<file path="config.mk">
export PLATFORM = sky130hd
export DESIGN_NAME = mem_lsu
export DESIGN_NICKNAME = d
export VERILOG_FILES = /design/src/rtl/mem_lsu.sv
export SDC_FILE = /design/constraint.sdc
export NUM_CORES = 1
export LEC_CHECK = 0
export CAP_MARGIN = 10
export CORE_UTILIZATION = 46
export DETAILED_ROUTE_END_ITERATION = 8
export PLACE_DENSITY = 0.8
export SYNTH_ARGS = -nofsm -noshare
export SYNTH_HDL_FRONTEND = slang
export SYNTH_SLANG_ARGS = --single-unit
</file>
<file path="constraint.sdc">
create_clock -name clk -period 2.6 [get_ports clk]
set_clock_uncertainty 0.2 [all_clocks]
set_input_delay 0.65 -clock clk [delete_from_list [all_inputs] [get_ports clk]]
set_output_delay 0.65 -clock clk [all_outputs]
set_load 0.01 [all_outputs]
</file>
<file path="src/rtl/mem_lsu.sv">
// mem_lsu: load/store initiator for the single-port word memory bus.
// Byte/half/word requests become word-aligned accesses with lane masks.
module mem_lsu #(
  parameter int unsigned TIMEOUT_CYCLES = 255
) (
  input  logic        clk,
  input  logic        rst_n,
  input  logic        req_valid,
  output logic        req_ready,
  input  logic        req_we,
  input  logic [1:0]  req_size,
  input  logic        req_unsigned,
  input  logic [31:0] req_addr,
  input  logic [31:0] req_wdata,
  output logic        resp_valid,
  output logic [31:0] resp_rdata,
  output logic        resp_err,
  output logic [31:0] mem_addr,
  output logic [31:0] mem_wdata,
  output logic [3:0]  mem_wmask,
  output logic        mem_wstrobe,
  output logic        mem_rstrobe,
  input  logic [31:0] mem_rdata,
  input  logic        mem_done
);

  localparam logic [1:0] S_IDLE   = 2'd0;
  localparam logic [1:0] S_ACCESS = 2'd1;
  localparam logic [1:0] S_RESP   = 2'd2;

  localparam int CW = $clog2(TIMEOUT_CYCLES + 1);
  localparam logic [CW-1:0] CNT_LAST = CW'(TIMEOUT_CYCLES - 1);

  logic [1:0]    state;
  logic          we_q;
  logic          uns_q;
  logic [1:0]    size_q;
  logic [31:0]   addr_q;
  logic [31:0]   wdata_q;
  logic [31:0]   rdata_q;
  logic          err_q;
  logic [CW-1:0] cnt;

  logic          misal;
  logic          acc;
  logic          st;
  logic [1:0]    off;
  logic [7:0]    lane_b;
  logic [15:0]   lane_h;
  logic [31:0]   ext;
  logic [31:0]   lane_wd;
  logic [3:0]    lane_m;

  // Illegal size is folded into the misalignment flag.
  always_comb begin
    unique case (req_size)
      2'b00:   misal = 1'b0;
      2'b01:   misal = req_addr[0];
      2'b10:   misal = |req_addr[1:0];
      default: misal = 1'b1;
    endcase
  end

  assign off    = addr_q[1:0];
  assign lane_b = mem_rdata[{off, 3'b000} +: 8];
  assign lane_h = mem_rdata[{off[1], 4'b0000} +: 16];

  always_comb begin
    lane_wd = wdata_q;
    lane_m  = 4'b1111;
    unique case (size_q)
      2'b00: begin
        lane_wd = {4{wdata_q[7:0]}};
        lane_m  = 4'b0001 << off;
      end
      2'b01: begin
        lane_wd = {2{wdata_q[15:0]}};
        lane_m  = 4'b0011 << off;
      end
      default: ;
    endcase
  end

  always_comb begin
    unique case (size_q)
      2'b00:   ext = {{24{~uns_q & lane_b[7]}}, lane_b};
      2'b01:   ext = {{16{~uns_q & lane_h[15]}}, lane_h};
      default: ext = mem_rdata;
    endcase
  end

  assign acc         = (state == S_ACCESS);
  assign st          = acc & we_q;
  assign mem_addr    = acc ? {addr_q[31:2], 2'b00} : '0;
  assign mem_wdata   = st ? lane_wd : '0;
  assign mem_wmask   = st ? lane_m : '0;
  assign mem_wstrobe = st;
  assign mem_rstrobe = acc & ~we_q;

  assign req_ready   = (state == S_IDLE);
  assign resp_valid  = (state == S_RESP);
  assign resp_err    = resp_valid & err_q;
  assign resp_rdata  = resp_valid ? rdata_q : '0;

  always_ff @(posedge clk or negedge rst_n) begin
    if (!rst_n) begin
      state   <= S_IDLE;
      we_q    <= 1'b0;
      uns_q   <= 1'b0;
      size_q  <= 2'b00;
      addr_q  <= '0;
      wdata_q <= '0;
      rdata_q <= '0;
      err_q   <= 1'b0;
      cnt     <= '0;
    end else begin
      unique case (state)
        S_IDLE: begin
          if (req_valid) begin
            we_q    <= req_we;
            uns_q   <= req_unsigned;
            size_q  <= req_size;
            addr_q  <= req_addr;
            wdata_q <= req_wdata;
            rdata_q <= '0;
            err_q   <= misal;
            cnt     <= '0;
            state   <= misal ? S_RESP : S_ACCESS;
          end
        end
        S_ACCESS: begin
          if (mem_done) begin
            rdata_q <= we_q ? '0 : ext;
            state   <= S_RESP;
          end else if (cnt == CNT_LAST) begin
            err_q <= 1'b1;
            state <= S_RESP;
          end else begin
            cnt <= cnt + CW'(1);
          end
        end
        S_RESP:  state <= S_IDLE;
        default: state <= S_IDLE;
      endcase
    end
  end

endmodule

</file>
==> results.toml <==
[run_status]
status = "complete, no violations"

[routing]
firstDrtPassIters = 5
wl_per_cell_um = 17.2
vias = 5882
viasPerCell = 5.42
drc = 0
final_antenna_net_count = 0
wirelength_mm = 18.7
drt_iter0_drc = 569

[power]
p_leak_nw = 4.75
power_frac_clock = 0.225
intPower_mw = 4.36
pwr-share-comb = 0.389
p_per_area_mw_per_mm2 = 785
switchingPower_mw = 2.45
p_total_mw = 6.81
vdd_drop_max_uv = 464
swShare = 0.360
pwr-share-seq = 0.386

[place]
placed_cell_area_mm2 = 0.00830
port_buffers = 206
dp.cells = 1057
dp_hpwl_mm = 13.3
gp_congestion = 0.939

[cells_and_area]
final_common_cell = "nand2_1"
syn2layout_area_growth_pct = 47.1
final_cell_mix = "230 x nand2_1, 110 x dfrtp_1, 102 x clkdlybuf4s50_1"
fin_nets = 1015
instances_no_fill = 1086
drive_gt1_frac = 0.142
stdcell_area_mm2 = 0.00868
diodes = 0

[die]
dieArea_mm2 = 0.0133
start_util = 0.470
die_h_um = 115
ios = 209
die-width_um = 115
coreArea_mm2 = 0.0126
core.rowCount = 41

[clock_network]
h-tree-depth = 3
postCtsHoldBufs = 0
root_buffer = "clkbuf_16"
cts.clk_slew.worst_paths_ns = 0.07
max-clock-path-buffers = 2
worstSkewPairLatency_ns = 0.35
numCtsBuffers = 9
clock-sinks = 111
tritoncts = "yes"

[global_route]
grt_pass1_vias = 5760
grt_max_degree = 46
grt_pass1_wl_mm = 29.2
grt_usage = 0.285
overflow = 0
antenna_found_initial = 0

[sta]
final.setup.tns_ns = 0
min_period_ns = 2.58
period_share = 0.992
worstMarginPinSlew_ns = 1.06
finalHoldViolCount = 0
slew_viol_final = 0
relSlewSlack = 0.288
setup_viol = 0
fmax_mhz = 388

[critical_path]
worstSetupPathType = "reg2out"
rr_startpoint = "state[0]$_DFFE_PN0P_"
cp.arrival_ns = 1.73
crit_start = "state[1]$_DFFE_PN0P_"
crit_fanout = 13
startpoint_type = "flip-flop"
required_ns = 1.75
cp-end-kind = "output pin"

[synthesis]
postSynth.asyncResetShare = 1.00
synthFlopType = "dfrtp_1"
ys_seq_area_frac = 0.471
synth.avg_cell_area_um2 = 8.51
synth_cell_types = 44
ys_ff_latch = 111
ys_warn_count = 0
syn_inst = 694
synth_edf_count = 0
syn_area_mm2 = 0.00590

[job]
drv_cap = 0

[worst_hold_path]
hold_path.class = "in2async"
power groups by stage:
| stage | combinational (mW) | clock, mW | sequential [mW] |
|---|---|---|---|
| 2_1_floorplan | 1.58 | 0 | 2.49 |
| 3_3_place_gp | 2.50 | 0 | 2.61 |
| 3_5_place_dp | 2.57 | 0 | 2.63 |
| 6_report | 2.65 | 1.53 | 2.63 |
| 5_1_grt | 2.91 | 1.62 | 2.69 |
| 4_1_cts | 2.54 | 1.55 | 2.62 |
state kept, by name, indices dropped and copies added (netlist names):
register  flops
cnt           8
size_q        2
state         2
wdata_q      32
uns_q         1
addr_q       32
rdata_q      32
we_q          1
err_q         1
routing by layer:
metal  routed length, um  GRT usage  part of all wire
met5                   0          0                 0
met4                 427     0.0926             0.023
met3                1470     0.0627             0.079
met2                8980      0.464              0.48
met1                7810      0.381              0.42
through the flow:
step | utilization | setup WS (ns) | hold WS, ns
3_3_place_gp | 0.661 | -0.0612 | 0.250
4_1_cts | 0.684 | -0.250 | 0.145
2_1_floorplan | - | 0.354 | 0.154
5_1_grt | 0.691 | -0.0205 | 0.165
6_report | 0.691 | 0.0217 | 0.123
3_5_place_dp | 0.661 | -0.187 | 0.256
worst max-delay path: stages, from the launching register on:
cell	delay [ns]
dfrtp_1	0.40
buf_6	0.13
nor2b_4	0.13
buf_6	0.12
clkbuf_16	0.15
and2_1	0.16
dlygate4sd2_1	0.28
path summary, 6_finish.rpt:
kind / end / slack [ns] / cells after the start
worst max-delay path: resp_rdata[12] / 0.02 / 6
worst min-delay path: addr_q[25]$_DFFE_PN0P_ / 0.12 / 1
worst max register to register: rdata_q[31]$_DFFE_PN0P_ / 0.14 / 6
worst min register to register: addr_q[15]$_DFFE_PN0P_ / 0.27 / 2
max in group asynchronous: size_q[0]$_DFFE_PN0P_ / 1.46 / 2
min in group clk: addr_q[15]$_DFFE_PN0P_ / 0.27 / 2
repair_timing:
action                     CTS  global route
setup endpoints to repair  101            62
gates cloned                 0             1
setup buffers                1            11
pin swaps                    0             1
gates resized for setup     87           136
final cells by class:
class,instances,area [um^2]
Multi-Input combinational cell,520,2900
Tap cell,172,215
Clock buffer,11,253
Timing Repair Buffer,255,2420
Fill cell,997,3880
Inverter,12,45.0
Clock inverter,5,78.8
Sequential cell,111,2780
logic make-up (layout without fill, tap and decap cells):
group / Yosys count / count (layout) / share of synthesized area
simple gates: 384 / 384 / 0.292
fa+ha+maj: 2 / 2 / 0.00424
xor+xnor: 1 / 1 / 0.00148
mux: 29 / 29 / 0.0661
other cells: 1 / 2 / 0.000635
flops: 111 / 111 / 0.471
buf+inv: 64 / 283 / 0.0466
compound gates: 102 / 102 / 0.118
Yosys cell counts (3+ instances only):
cell type  count  area share
a21o_1         8       0.010
a21oi_1       22       0.019
a221o_1       24       0.041
a31oi_1       10       0.011
and2_1        65       0.069
and3_1         9      0.0095
buf_1          6      0.0038
buf_2          7      0.0059
buf_4          3      0.0038
clkbuf_1      34       0.022
dfrtp_1      111        0.47
inv_1         12      0.0076
mux2i_1       21       0.036
mux4_2         8       0.031
nand2_1      231        0.15
nand3_1       11      0.0093
nor2_1        46       0.029
nor2b_1        4      0.0042
o21ai_0       22       0.019
o22ai_1        8      0.0085
or2_2          3      0.0032
(Power assumes the default switching activity.)
